===== config.mk =====
export PLATFORM = sky130hd
export DESIGN_NAME = queue_manager
export DESIGN_NICKNAME = d
export VERILOG_FILES = /design/src/rtl/queue_pkg.sv /design/src/rtl/seq_divider.sv /design/src/rtl/queue_manager.sv
export SDC_FILE = /design/constraint.sdc
export NUM_CORES = 1
export LEC_CHECK = 0
export BUFFER_PORTS_ARGS = -buffer_cell sky130_fd_sc_hd__buf_4
export CAP_MARGIN = 40
export CORE_AREA = 2 2 87 89
export CTS_CLUSTER_SIZE = 28
export DETAILED_ROUTE_END_ITERATION = 8
export DIE_AREA = 0 0 89 91
export GPL_TIMING_DRIVEN = 0
export PLACE_DENSITY = 0.64
export SLEW_MARGIN = 10
export SYNTH_ARGS = -nofsm -noshare
export SYNTH_HDL_FRONTEND = slang
export SYNTH_SLANG_ARGS = --single-unit

===== constraint.sdc =====
create_clock -name clk -period 11.5 [get_ports clk]
set_clock_uncertainty 0.1 [all_clocks]
set_input_delay 2.875 -clock clk [delete_from_list [all_inputs] [get_ports clk]]
set_output_delay 2.875 -clock clk [all_outputs]
set_load 0.01 [all_outputs]

===== src/rtl/queue_pkg.sv =====
// Shared types and default sizing for the bank-queue manager.
// Latency: n/a (declarations only).
// Backpressure: n/a.
package queue_pkg;

  // Divider control FSM states.
  typedef enum logic {
    ST_IDLE = 1'b0,
    ST_CALC = 1'b1
  } div_state_t;

  // Default sizing: 15 people, up to 3 tellers, 3 minutes per customer.
  localparam int MAX_PEOPLE_DEF   = 15;
  localparam int CNT_W_DEF        = 4;
  localparam int TELLER_W_DEF     = 2;
  localparam int SERVICE_TIME_DEF = 3;
  localparam int WTIME_W_DEF      = 8;

endpackage


===== src/rtl/seq_divider.sv =====
// Iterative restoring divider, one quotient bit per cycle.
// Latency: start sampled at edge n, quotient presented combinationally with done during the W-th cycle after.
// Backpressure: none; a start while busy aborts the current division and reloads the operands.
//
// Ports:
//   clk, reset  - clock, synchronous active-high reset
//   start       - load dividend/divisor and begin (aborts any division in flight)
//   dividend    - W-bit numerator
//   divisor     - W-bit denominator, must be non-zero when start is high
//   busy        - division in progress
//   done        - high for the cycle whose clock edge completes the final iteration
//   quotient    - valid while done is high
module seq_divider
  import queue_pkg::*;
#(
  parameter int W = WTIME_W_DEF
) (
  input  logic         clk,
  input  logic         reset,
  input  logic         start,
  input  logic [W-1:0] dividend,
  input  logic [W-1:0] divisor,
  output logic         busy,
  output logic         done,
  output logic [W-1:0] quotient
);

  localparam int CW = (W > 1) ? $clog2(W) : 1;
  localparam logic [CW-1:0] LP_LAST = CW'(W - 1);

  logic [W-1:0]  r_rem;
  logic [W-1:0]  r_q;    // dividend bits shift out the top, quotient bits shift in the bottom
  logic [W-1:0]  r_div;
  logic [CW-1:0] r_cnt;
  logic          r_busy;

  logic [W:0]    w_rem_sh;
  logic [W:0]    w_rem_sub;
  logic          w_ge;
  logic [W-1:0]  w_rem_nxt;
  logic [W-1:0]  w_q_nxt;

  always_comb begin
    w_rem_sh  = {r_rem, r_q[W-1]};
    w_rem_sub = w_rem_sh - {1'b0, r_div};
    w_ge      = (w_rem_sh >= {1'b0, r_div});
    // When the subtraction is skipped the shifted remainder is below the
    // divisor, so its top bit is zero and truncation is lossless.
    w_rem_nxt = w_ge ? w_rem_sub[W-1:0] : w_rem_sh[W-1:0];
    w_q_nxt   = {r_q[W-2:0], w_ge};
  end

  always_ff @(posedge clk) begin
    if (reset) begin
      r_rem  <= '0;
      r_q    <= '0;
      r_div  <= '0;
      r_cnt  <= '0;
      r_busy <= 1'b0;
    end else if (start) begin
      r_rem  <= '0;
      r_q    <= dividend;
      r_div  <= divisor;
      r_cnt  <= '0;
      r_busy <= 1'b1;
    end else if (r_busy) begin
      r_rem <= w_rem_nxt;
      r_q   <= w_q_nxt;
      r_cnt <= r_cnt + CW'(1);
      if (r_cnt == LP_LAST) begin
        r_busy <= 1'b0;
      end
    end
  end

  assign busy     = r_busy;
  assign done     = r_busy && (r_cnt == LP_LAST);
  assign quotient = w_q_nxt;

endmodule


===== src/rtl/queue_manager.sv =====
// Bank-queue manager: edge-detected arrival/departure counting plus arithmetic wait-time estimate.
// Latency: sensor sample to pcount/flags 1 cycle; operand change to wtime 1 cycle (special cases) or 1+WTIME_W cycles.
// Backpressure: none; sensors are never stalled, operand changes during a division restart it.
//
// Ports:
//   clk, reset                 - clock, synchronous active-high reset
//   up_signal, down_signal     - back (arrival) and front (departure) sensor levels
//   tcount                     - tellers on duty (0 is illegal)
//   pcount, full_flag, empty_flag          - saturating people count and its flags
//   wtime, wtime_valid         - expected wait, valid when it matches current pcount/tcount
//   tcount_err                 - level, tcount == 0
//   overflow_err, underflow_err - one-cycle pulses for refused arrival / departure on empty
module queue_manager
  import queue_pkg::*;
#(
  parameter int MAX_PEOPLE   = MAX_PEOPLE_DEF,
  parameter int CNT_W        = CNT_W_DEF,
  parameter int TELLER_W     = TELLER_W_DEF,
  parameter int SERVICE_TIME = SERVICE_TIME_DEF,
  parameter int WTIME_W      = WTIME_W_DEF
) (
  input  logic                clk,
  input  logic                reset,
  input  logic                up_signal,
  input  logic                down_signal,
  input  logic [TELLER_W-1:0] tcount,
  output logic [CNT_W-1:0]    pcount,
  output logic [WTIME_W-1:0]  wtime,
  output logic                wtime_valid,
  output logic                full_flag,
  output logic                empty_flag,
  output logic                tcount_err,
  output logic                overflow_err,
  output logic                underflow_err
);

  localparam logic [CNT_W-1:0] LP_MAX = CNT_W'(MAX_PEOPLE);

  // Sensor history: current sample and the one before it.
  logic r_up_s, r_up_p, r_dn_s, r_dn_p;
  logic w_up_evt, w_dn_evt;

  logic [CNT_W-1:0] r_pcount, w_pcount_nxt;
  logic             r_full, r_empty;
  logic             r_ovf, r_unf, w_ovf_nxt, w_unf_nxt;

  // Operand snapshot the current/last wtime was computed from.
  logic [CNT_W-1:0]    r_snap_p;
  logic [TELLER_W-1:0] r_snap_t;

  div_state_t         r_state, w_state_nxt;
  logic [WTIME_W-1:0] r_wtime, w_wtime_nxt;
  logic               r_valid, w_valid_nxt;
  logic               w_snap_ld;
  logic               w_change, w_special;
  logic [WTIME_W-1:0] w_special_val;

  logic               w_div_start, w_div_busy, w_div_done;
  logic [WTIME_W-1:0] w_dividend, w_divisor, w_quotient;

  assign w_up_evt = r_up_s & ~r_up_p;
  assign w_dn_evt = r_dn_s & ~r_dn_p;

  // Simultaneous arrival and departure is a pass-through: count holds, no error.
  always_comb begin
    w_pcount_nxt = r_pcount;
    w_ovf_nxt    = 1'b0;
    w_unf_nxt    = 1'b0;
    if (w_up_evt && !w_dn_evt) begin
      if (r_pcount == LP_MAX) w_ovf_nxt = 1'b1;
      else                    w_pcount_nxt = r_pcount + CNT_W'(1);
    end else if (w_dn_evt && !w_up_evt) begin
      if (r_pcount == '0) w_unf_nxt = 1'b1;
      else                w_pcount_nxt = r_pcount - CNT_W'(1);
    end
  end

  always_ff @(posedge clk) begin
    if (reset) begin
      r_up_s   <= 1'b0;
      r_up_p   <= 1'b0;
      r_dn_s   <= 1'b0;
      r_dn_p   <= 1'b0;
      r_pcount <= '0;
      r_full   <= 1'b0;
      r_empty  <= 1'b1;
      r_ovf    <= 1'b0;
      r_unf    <= 1'b0;
    end else begin
      r_up_s   <= up_signal;
      r_up_p   <= r_up_s;
      r_dn_s   <= down_signal;
      r_dn_p   <= r_dn_s;
      r_pcount <= w_pcount_nxt;
      // Flags come from the next count so they track pcount cycle for cycle.
      r_full   <= (w_pcount_nxt == LP_MAX);
      r_empty  <= (w_pcount_nxt == '0);
      r_ovf    <= w_ovf_nxt;
      r_unf    <= w_unf_nxt;
    end
  end

  // Divider operands come from the live values; they are what gets snapshotted
  // on the same edge the divider is started.
  assign w_dividend = WTIME_W'(SERVICE_TIME * (int'(r_pcount) + int'(tcount) - 1));
  assign w_divisor  = WTIME_W'(tcount);

  assign w_change      = (r_pcount != r_snap_p) || (tcount != r_snap_t);
  assign w_special     = (r_pcount == '0) || (tcount == '0);
  // An illegal teller count dominates an empty queue.
  assign w_special_val = (tcount == '0) ? '1 : '0;

  always_comb begin
    w_state_nxt = r_state;
    w_wtime_nxt = r_wtime;
    w_valid_nxt = r_valid;
    w_snap_ld   = 1'b0;
    w_div_start = 1'b0;
    case (r_state)
      ST_IDLE: begin
        if (w_change) begin
          w_snap_ld = 1'b1;
          if (w_special) begin
            w_wtime_nxt = w_special_val;
            w_valid_nxt = 1'b1;
          end else begin
            w_div_start = 1'b1;
            w_valid_nxt = 1'b0;
            w_state_nxt = ST_CALC;
          end
        end
      end
      ST_CALC: begin
        // A change outranks a completing division: the result would be stale.
        if (w_change) begin
          w_snap_ld = 1'b1;
          if (w_special) begin
            // The divider is left to run out; its done is ignored in IDLE.
            w_wtime_nxt = w_special_val;
            w_valid_nxt = 1'b1;
            w_state_nxt = ST_IDLE;
          end else begin
            w_div_start = 1'b1;
          end
        end else if (w_div_busy && w_div_done) begin
          w_wtime_nxt = w_quotient;
          w_valid_nxt = 1'b1;
          w_state_nxt = ST_IDLE;
        end
      end
      default: w_state_nxt = ST_IDLE;
    endcase
  end

  always_ff @(posedge clk) begin
    if (reset) begin
      r_state  <= ST_IDLE;
      r_wtime  <= '0;
      r_valid  <= 1'b1;
      r_snap_p <= '0;
      r_snap_t <= '0;
    end else begin
      r_state <= w_state_nxt;
      r_wtime <= w_wtime_nxt;
      r_valid <= w_valid_nxt;
      if (w_snap_ld) begin
        r_snap_p <= r_pcount;
        r_snap_t <= tcount;
      end
    end
  end

  seq_divider #(.W(WTIME_W)) u_div (
    .clk      (clk),
    .reset    (reset),
    .start    (w_div_start),
    .dividend (w_dividend),
    .divisor  (w_divisor),
    .busy     (w_div_busy),
    .done     (w_div_done),
    .quotient (w_quotient)
  );

  assign pcount        = r_pcount;
  assign wtime         = r_wtime;
  assign wtime_valid   = r_valid;
  assign full_flag     = r_full;
  assign empty_flag    = r_empty;
  assign tcount_err    = (tcount == '0);
  assign overflow_err  = r_ovf;
  assign underflow_err = r_unf;

endmodule


==> impl_metrics.yaml, run 1 <==
setup_path:
  start_kind: "input port"
  reg2reg_setup_slack_ns: 7.94
  worstRegToRegCells: 13
  cp_max_fo: 5
  r2r-start: "pcount[1]"
  cp.required_ns: 8.53
  crit_type: "input port to primary output"
  reg2reg_to: "u_div.r_q[7]"
  arrival_ns: 3.38
  worstSetupEndpointType: "primary output"
logic_synthesis:
  yosys_warnings: 0
  synth_top_area_cell: "dfxtp_1"
  synth_area_leaders: "dfxtp_1, ha_1, mux2i_1"
  yosys.area.top_type_share_pct: 36.3
  synth_edf_count: 0
  async_flop_share_pct: 0
  synthesis.nets: 319
  synth_seq_cells: 50
  synth_ff_type: "dfxtp_1"
  syn-cell-area_um2: 2760
  avgSynthCellArea_um2: 9.54
  synth_cell_types: 48
  syn_inst: 289
  ys_seq_area_share_pct: 36.3
clocking:
  cts_made_buffers: 5
  clkTransAtPathRegs_ns: 0.09
  postCtsResizedCells: 0
  htreeDepth: 2
  cts-hold-fix-buffers: 0
  cts_setup_buffers: 0
  worstSkewPairLatency_ns: 0.30
  cts_num_sinks: 50
  ctsLongestPathBuffers: 2
  cts_tree: "done"
  cts_root_buffer: "clkbuf_8"
layout:
  drive_gt1_share_pct: 16.3
  postLayoutCoreUtil_pct: 44.3
  nets: 349
  syn_to_final_growth_pct: 14.8
  n_antenna_cell: 0
  final-instance-count-excl-fill: 419
  fin_area_um2: 3160
min_path:
  whs_endpoint: "r_dn_p"
  hp-class: "flip-flop to flip-flop"
  hold_start: "r_dn_s"
  hold_depth: 1
routing:
  via_per_inst: 5.02
  ant_nets: 0
  firstDrtPassIters: 4
  drt_wl_total_um: 5540
  dr_total_vias: 2102
  drcViolationCount: 0
  wl_per_cell_um: 13.2
  drt-initial-drc-count: 69
floorplanning:
  die_h_um: 91
  coreArea_um2: 7140
  die-area_um2: 8100
  io_pins: 24
  rows: 31
  dieWidth_um: 89
  start_util_pct: 38.6
global_routing:
  first_global_vias: 2030
  antenna_found_initial: 0
  grt_pass1_wl_um: 9570
  grt_max_degree: 16
  grt_overflow: 0
  grt_usage_pct: 14.7
sta:
  timing.final.max_slew_violations: 0
  timing.final.crit_share_pct: 55.3
  period_needed_ns: 6.36
  max_slew.worst_pin.slew_ns: 0.697
  relSlewSlack_pct: 53.6
  rsz0062_at_grt: "false"
  worst_slack_ns: 5.14
  final_hold_viol_count: 0
  setup_violations: 0
  timing.hold.ws_ns: 0.366
  tns_ns: 0
  fmax_mhz: 157
placed_design:
  dp_cells: 411
  io_buffers: 23
  pre_cts_slack_ns: 5.16
  gp_congestion: 0.793
  dpl.hpwl_um: 4090
  dpl_cell_area_um2: 3050
pwr:
  power_mw: 0.516
  p_per_area_nw_per_um2: 163
  ir_drop_uv: 52.4
  power_leakage_nw: 1.29
run_status:
  status: "finished clean"
job:
  timing.max_cap.violations: 0
worst max path at each step:
stage,start,endpoint,slack [ns],depth (start not counted)
after global routing,tcount[0],tcount_err,5.11,3
final,tcount[0],tcount_err,5.14,3
after CTS,tcount[0],tcount_err,5.15,3
after global placement,tcount[0],tcount_err,5.15,3
after floorplan,tcount[0],tcount_err,5.45,1
after detailed placement,tcount[0],tcount_err,5.16,3
final cells by class:
type	instances	area, um2
Fill cell	733	3970
Multi-Input combinational cell	209	1630
Sequential cell	50	1000
Timing Repair Buffer	23	173
Tap cell	99	124
Clock buffer	6	72.6
Inverter	19	71.3
Buffer	11	51.3
Clock inverter	2	37.5
sequential cells by signal, summed over array words and instances (netlist names), 2 cells and up:
register,flops
pcount,4
r_snap_p,4
r_snap_t,2
u_div.r_cnt,3
u_div.r_div,2
u_div.r_q,8
u_div.r_rem,8
wtime,8
where the power goes:
group	leakage [nW]	switching (mW)	total [mW]	internal, mW
logic	0.828	0.102	0.185	0.0825
registers	0.409	0.0159	0.209	0.193
clock network	0.0514	0.0580	0.123	0.0649
total	1.29	0.176	0.516	0.340
synthesized netlist by cell type, types with 2 or more instances:
| cell type | n |
|---|---|
| dfxtp_1 | 50 |
| nor2_1 | 36 |
| ha_1 | 21 |
| inv_1 | 19 |
| mux2i_1 | 15 |
| nand2_1 | 13 |
| xnor2_1 | 13 |
| a21oi_1 | 12 |
| a211oi_2 | 11 |
| a31oi_1 | 9 |
| xor2_1 | 9 |
| o2bb2ai_1 | 8 |
| nor2b_1 | 7 |
| clkbuf_1 | 6 |
| nor3_1 | 5 |
| and3_1 | 4 |
| nor4_1 | 4 |
| and2_1 | 3 |
| fa_1 | 3 |
| nand2b_1 | 3 |
| nand3_1 | 3 |
| o211ai_1 | 3 |
| a211oi_1 | 2 |
| a21o_1 | 2 |
| buf_2 | 2 |
| buf_4 | 2 |
| o21ai_0 | 2 |
| or3_1 | 2 |
cell usage in the layout (no fill, tap or decap), drive strengths merged, types with 2 or more instances in the layout:
cell / count
dfxtp: 50
nor2: 36
buf: 28
ha: 21
inv: 19
mux2i: 15
a211oi: 14
xnor2: 13
nand2: 13
a21oi: 12
clkbuf: 12
xor2: 9
a31oi: 9
o2bb2ai: 8
nor2b: 7
nor3: 5
nor4: 5
and3: 4
and2: 3
nand3: 3
nand2b: 3
o211ai: 3
fa: 3
o21ai: 3
or3: 2
a21o: 2
a221o: 2
o32ai: 2
a2111oi: 2
cell families (layout without fill, tap and decap cells):
kind of cell / after synthesis / in the layout / share of synthesized area (%)
flip-flops: 50 / 50 / 36.3
XOR/XNOR: 22 / 22 / 6.99
buffers and inverters: 30 / 61 / 4.45
AND/OR/NAND/NOR: 85 / 85 / 15.4
multiplexers: 15 / 15 / 5.45
adder cells (fa/ha/maj): 24 / 24 / 11.7
AO/OA/AOI/OAI: 63 / 63 / 19.7
critical path, cell delays in order:
cell and delay (ns):
buf_4 0.14, nor2_1 0.20, buf_4 0.16
routing by layer:
metal  vias up  routed length, um  GRT usage (%)
met5         -                  0              0
met4         0                 48           3.73
met3         5                206           3.00
met2        39               2440           22.0
met1       976               2840           21.5
li1       1082                  -              -
Note: power is estimated with default switching activity, not from simulation.
==> run 2, diff against run 1 <==
PLACE_DENSITY = 0.66   (was 0.64)
clock period = 5.3 ns   (was 11.5 ns; I/O delays follow)
==> run 2 against run 1 <==
Hold slack got worse by 0.0048 ns. Cell area fell by 0.16%. Non-clock buffer count unchanged.
==> impl_metrics.yaml, run 2 (synthesized netlist as in run 1, its figures left out) <==
run_status:
  status: "finished clean"
sta:
  timing.final.crit_share_pct: 78.2
  max_slew.worst_pin.slew_ns: 0.653
  tns_ns: 0
  relSlewSlack_pct: 56.4
  final_hold_viol_count: 0
  fmax_mhz: 241
  worst_slack_ns: 1.16
  period_needed_ns: 4.14
  rsz0062_at_grt: "false"
  setup_violations: 0
  timing.final.max_slew_violations: 0
layout:
  postLayoutCoreUtil_pct: 44.2
  nets: 349
  syn_to_final_growth_pct: 14.6
  num-fill-cells: 725
  layout_common_cells: "dfxtp_1, nor2_1, buf_4"
  n_antenna_cell: 0
  multi_input_area_um2: 1630
  drive_gt1_share_pct: 16.6
  final_common_cell: "dfxtp_1"
  fin_area_um2: 3160
  register_area_um2: 1000
setup_path:
  worstRegToRegCells: 13
  cpMaxStageDelayCell: "fa_1"
  reg2reg_to: "u_div.r_q[7]"
  crit_type: "input port to flip-flop"
  r2r-start: "pcount[1]"
  cp_cell_sequence: "buf_4 > inv_1 > ha_1 > inv_1 > ha_1 > fa_1 > nor2b_1 > ha_1 > ha_1 > and3_1 > a221o_1 > xnor2_1 > mux2i_1 > and2_1"
  cp_max_fo: 5
  start_kind: "input port"
  worstSetupEndpointType: "flip-flop"
  reg2reg_setup_slack_ns: 1.73
  cp_common_cell: "ha_1"
  crit_family: "adder cells"
  critical_path_buf_inv_count: 3
  cp.required_ns: 5.41
  arrival_ns: 4.25
  cp_slowest_stage_delay_ns: 0.43
placed_design:
  gp_congestion: 0.833
  dpl_cell_area_um2: 3050
  pre_cts_slack_ns: 0.850
  dpl.hpwl_um: 4050
  io_buffers: 23
floorplanning:
  rows: 31
  die_h_um: 91
  die-area_um2: 8100
  coreArea_um2: 7140
  start_util_pct: 38.6
  dieWidth_um: 89
  io_pins: 24
pwr:
  p_int_mw: 0.718
  power_leakage_nw: 1.29
  ir_drop_uv: 110
  swShare_pct: 35.0
  pwr-share-seq_pct: 41.0
  p_per_area_nw_per_um2: 350
  combPwrFrac_pct: 36.4
  switchingPower_mw: 0.387
  clkPwrFrac_pct: 22.7
routing:
  dr_total_vias: 2124
  drt_wl_total_um: 5440
  via_per_inst: 5.07
  drcViolationCount: 0
  wl_per_cell_um: 13.0
  ant_nets: 0
  drt-initial-drc-count: 41
  firstDrtPassIters: 6
clocking:
  worstSkewPairLatency_ns: 0.31
  clkTransAtPathRegs_ns: 0.09
  ctsLongestPathBuffers: 2
  postCtsResizedCells: 0
  cts_num_sinks: 50
  cts_made_buffers: 5
  cts_tree: "done"
  htreeDepth: 2
  cts_setup_buffers: 0
  cts-hold-fix-buffers: 0
  cts_root_buffer: "clkbuf_8"
global_routing:
  antenna_found_initial: 0
  grt_overflow: 0
  grt_usage_pct: 14.6
  first_global_vias: 2058
  grt_max_degree: 16
  grt_pass1_wl_um: 9550
job:
  timing.max_cap.violations: 0
min_path:
  hold_depth: 1
  hp-class: "flip-flop to flip-flop"
  hold_start: "r_dn_s"
  whs_endpoint: "r_dn_p"
## run 2: cell types whose count changed in the layout (fill, tap and decap cells not counted), sizes merged
| cell | delta |
|---|---|
| clkinvlp | -1 |
| bufinv | -1 |
| clkinv | +1 |
| clkbuf | +1 |
## run 2: worst max path at each step
stage                     startpoint           end  slack [ns]  cells after the start
final                      tcount[1]  u_div.r_q[7]        1.16                     14
after global routing       tcount[1]  u_div.r_q[7]        0.97                     14
after CTS                  tcount[1]  u_div.r_q[7]        1.16                     14
after detailed placement   tcount[1]  u_div.r_q[7]        0.85                     14
after global placement     tcount[1]  u_div.r_q[7]        0.86                     14
after floorplan            tcount[1]  u_div.r_q[6]        1.19                     13
## run 2: per-layer routing
layer	wire (um)	track usage (%)	share of wire [%]
met1	2810	20.9	52
met2	2350	21.6	43
met3	217	3.09	4.0
met4	72	4.73	1.3
met5	0	0	0
## run 2: area by class of cell
type | count | share of cell area (%)
Multi-Input combinational cell | 209 | 51.7
Sequential cell | 50 | 31.7
Timing Repair Buffer | 23 | 5.47
Tap cell | 99 | 3.92
Clock buffer | 7 | 3.05
Inverter | 19 | 2.26
Buffer | 11 | 1.62
Clock inverter | 1 | 0.277
## run 2: power by group through the flow
stage | clock [mW] | combinational [mW] | sequential (mW)
after floorplan | 0 | 0.312 | 0.458
after global placement | 0 | 0.392 | 0.461
after global routing | 0.271 | 0.455 | 0.459
final | 0.250 | 0.402 | 0.453
after detailed placement | 0 | 0.401 | 0.461
after CTS | 0.254 | 0.404 | 0.453
## run 2: per-stage QoR
step	cells	hold slack, ns	power (mW)
3_3_place_gp	411	0.340	0.853
5_1_grt	419	0.383	1.19
4_1_cts	419	0.363	1.11
3_5_place_dp	411	0.353	0.862
2_1_floorplan	289	0.330	0.770
6_report	419	0.361	1.11
## run 2: worst reg2reg max path, delay by kind of cell (launching register included)
kind,cells,cell delay (ns)
adders and majority gates,5,1.57
and+or+nand+nor,3,0.55
DFF,1,0.48
AOI/OAI and AO/OA,1,0.33
buffers and inverters,2,0.18
xor gates and xnor gates,1,0.18
muxes,1,0.09
==> run 3, diff against run 2 <==
clock period = 3.4 ns   (was 5.3 ns; I/O delays follow)
==> run 3 against run 2 <==
Count of clock-buffer cells in the layout is 2 lower. Die area stayed put. Sequential share of layout area is 1.4 points lower. Cell area is 5.0% higher. Register-to-register slack worse by 1.5 ns. Wire length is 4.4% higher. Worst setup slack worse by 1.0 ns. Via count is 1.5% higher. Utilization is 2.2 points higher. Largest cell class unchanged.
==> impl_metrics.yaml, run 3 (synthesized netlist as in run 1, its figures left out) <==
sta:
  timing.final.max_slew_violations: 0
  fmax_mhz: 305
  relSlewSlack_pct: 53.5
  period_needed_ns: 3.28
  max_slew.worst_pin.slew_ns: 0.698
  worst_slack_ns: 0.118
  timing.hold.ws_ns: 0.370
  rsz0062_at_grt: "false"
  final_hold_viol_count: 0
  timing.final.crit_share_pct: 96.5
  setup_violations: 0
setup_path:
  reg2reg_setup_slack_ns: 0.25
  arrival_ns: 3.39
  r2r-start: "pcount[1]"
  cp_max_fo: 5
  cp.required_ns: 3.51
  worstRegToRegCells: 16
  start_kind: "input port"
  worstSetupEndpointType: "flip-flop"
  reg2reg_to: "u_div.r_q[7]"
  crit_type: "input port to flip-flop"
layout:
  final_common_cell: "dfxtp_1"
  n_antenna_cell: 0
  postLayoutCoreUtil_pct: 46.5
  drive_gt1_share_pct: 24.5
  nets: 351
  fin_area_um2: 3320
  layout_common_cells: "dfxtp_1, nor2_1, buf_4"
  syn_to_final_growth_pct: 20.3
floorplanning:
  coreArea_um2: 7140
  rows: 31
  start_util_pct: 38.6
  die-area_um2: 8100
  die_h_um: 91
  io_pins: 24
  dieWidth_um: 89
placed_design:
  gp_congestion: 0.819
  pre_cts_slack_ns: -0.384
  io_buffers: 23
  dpl_cell_area_um2: 3160
  dpl.hpwl_um: 4200
routing:
  wl_per_cell_um: 13.5
  drcViolationCount: 0
  drt_wl_total_um: 5680
  ant_nets: 0
  drt-initial-drc-count: 118
  dr_total_vias: 2156
  via_per_inst: 5.12
  firstDrtPassIters: 4
clocking:
  worstSkewPairLatency_ns: 0.31
  cts_root_buffer: "clkbuf_8"
  cts_made_buffers: 5
  cts_tree: "done"
  ctsLongestPathBuffers: 2
  clkTransAtPathRegs_ns: 0.09
  htreeDepth: 2
  cts_num_sinks: 50
global_routing:
  grt_usage_pct: 14.7
  grt_max_degree: 17
  first_global_vias: 2049
  grt_overflow: 0
  antenna_found_initial: 0
  grt_pass1_wl_um: 9480
pwr:
  ir_drop_uv: 184
  p_per_area_nw_per_um2: 556
  power_mw: 1.84
  power_leakage_nw: 1.32
min_path:
  whs_endpoint: "r_dn_p"
  hold_depth: 1
  hp-class: "flip-flop to flip-flop"
  hold_start: "r_dn_s"
job:
  timing.max_cap.violations: 0
run_status:
  status: "finished clean"
## run 3: worst max path at each step
stage	from	end	slack (ns)	cells after the start
global placement	tcount[1]	u_div.r_q[7]	-0.32	17
finish	tcount[1]	u_div.r_q[7]	0.12	17
CTS	tcount[1]	u_div.r_q[7]	0.008	17
floorplan	tcount[1]	u_div.r_q[7]	0.01	13
global route	tcount[0]	u_div.r_q[6]	0.004	14
detailed placement	tcount[1]	u_div.r_q[7]	-0.38	17
## run 3: area by class of cell
class,count,area (um2)
plain buffers,11,51.3
clock buffers,5,68.8
clock inverters,3,45.0
fillers,723,3820
inverters,19,73.8
multi-input cells,209,1760
flip-flops and latches,50,1010
well taps,99,124
repair buffers,25,191
## run 3: metrics by stage
stage	setup TNS [ns]	cells
2_1_floorplan	0	289
4_1_cts	0	419
5_1_grt	0	421
3_5_place_dp	-0.763	411
3_3_place_gp	-0.641	411
6_report	0	421
## run 3: critical path, cell delays in order
cell	delay (ns)
buf_6	0.12
inv_4	0.06
ha_4	0.11
inv_2	0.04
ha_1	0.26
a21oi_1	0.16
nor2_1	0.07
nor2_2	0.13
xnor2_2	0.17
inv_2	0.07
ha_4	0.28
ha_4	0.21
and3_1	0.16
a221o_1	0.30
xnor2_1	0.18
mux2i_1	0.08
and2_1	0.13
## run 3: layer usage
layer / GRT usage (%) / vias to the layer above / share of wire [%] / routed length [um]
met5: 0 / - / 0 / 0
met4: 5.22 / 0 / 2.1 / 117
met3: 2.73 / 12 / 3.4 / 194
met2: 22.7 / 33 / 45 / 2550
met1: 20.3 / 1021 / 50 / 2820
li1: - / 1090 / - / -
## run 3: what timing repair did
item                       CTS  global route
pin swaps                    3             9
gates resized for setup      2             9
buffers inserted             0             2
hold buffers                 0             0
setup endpoints to repair    1             2
## run 3: power by group
group          switching (mW)  internal [mW]  leakage [nW]  total [mW]
clock network           0.202          0.219        0.0504       0.421
logic                   0.372          0.340         0.859       0.713
registers              0.0592          0.653         0.410       0.712
total                   0.633           1.21          1.32        1.84
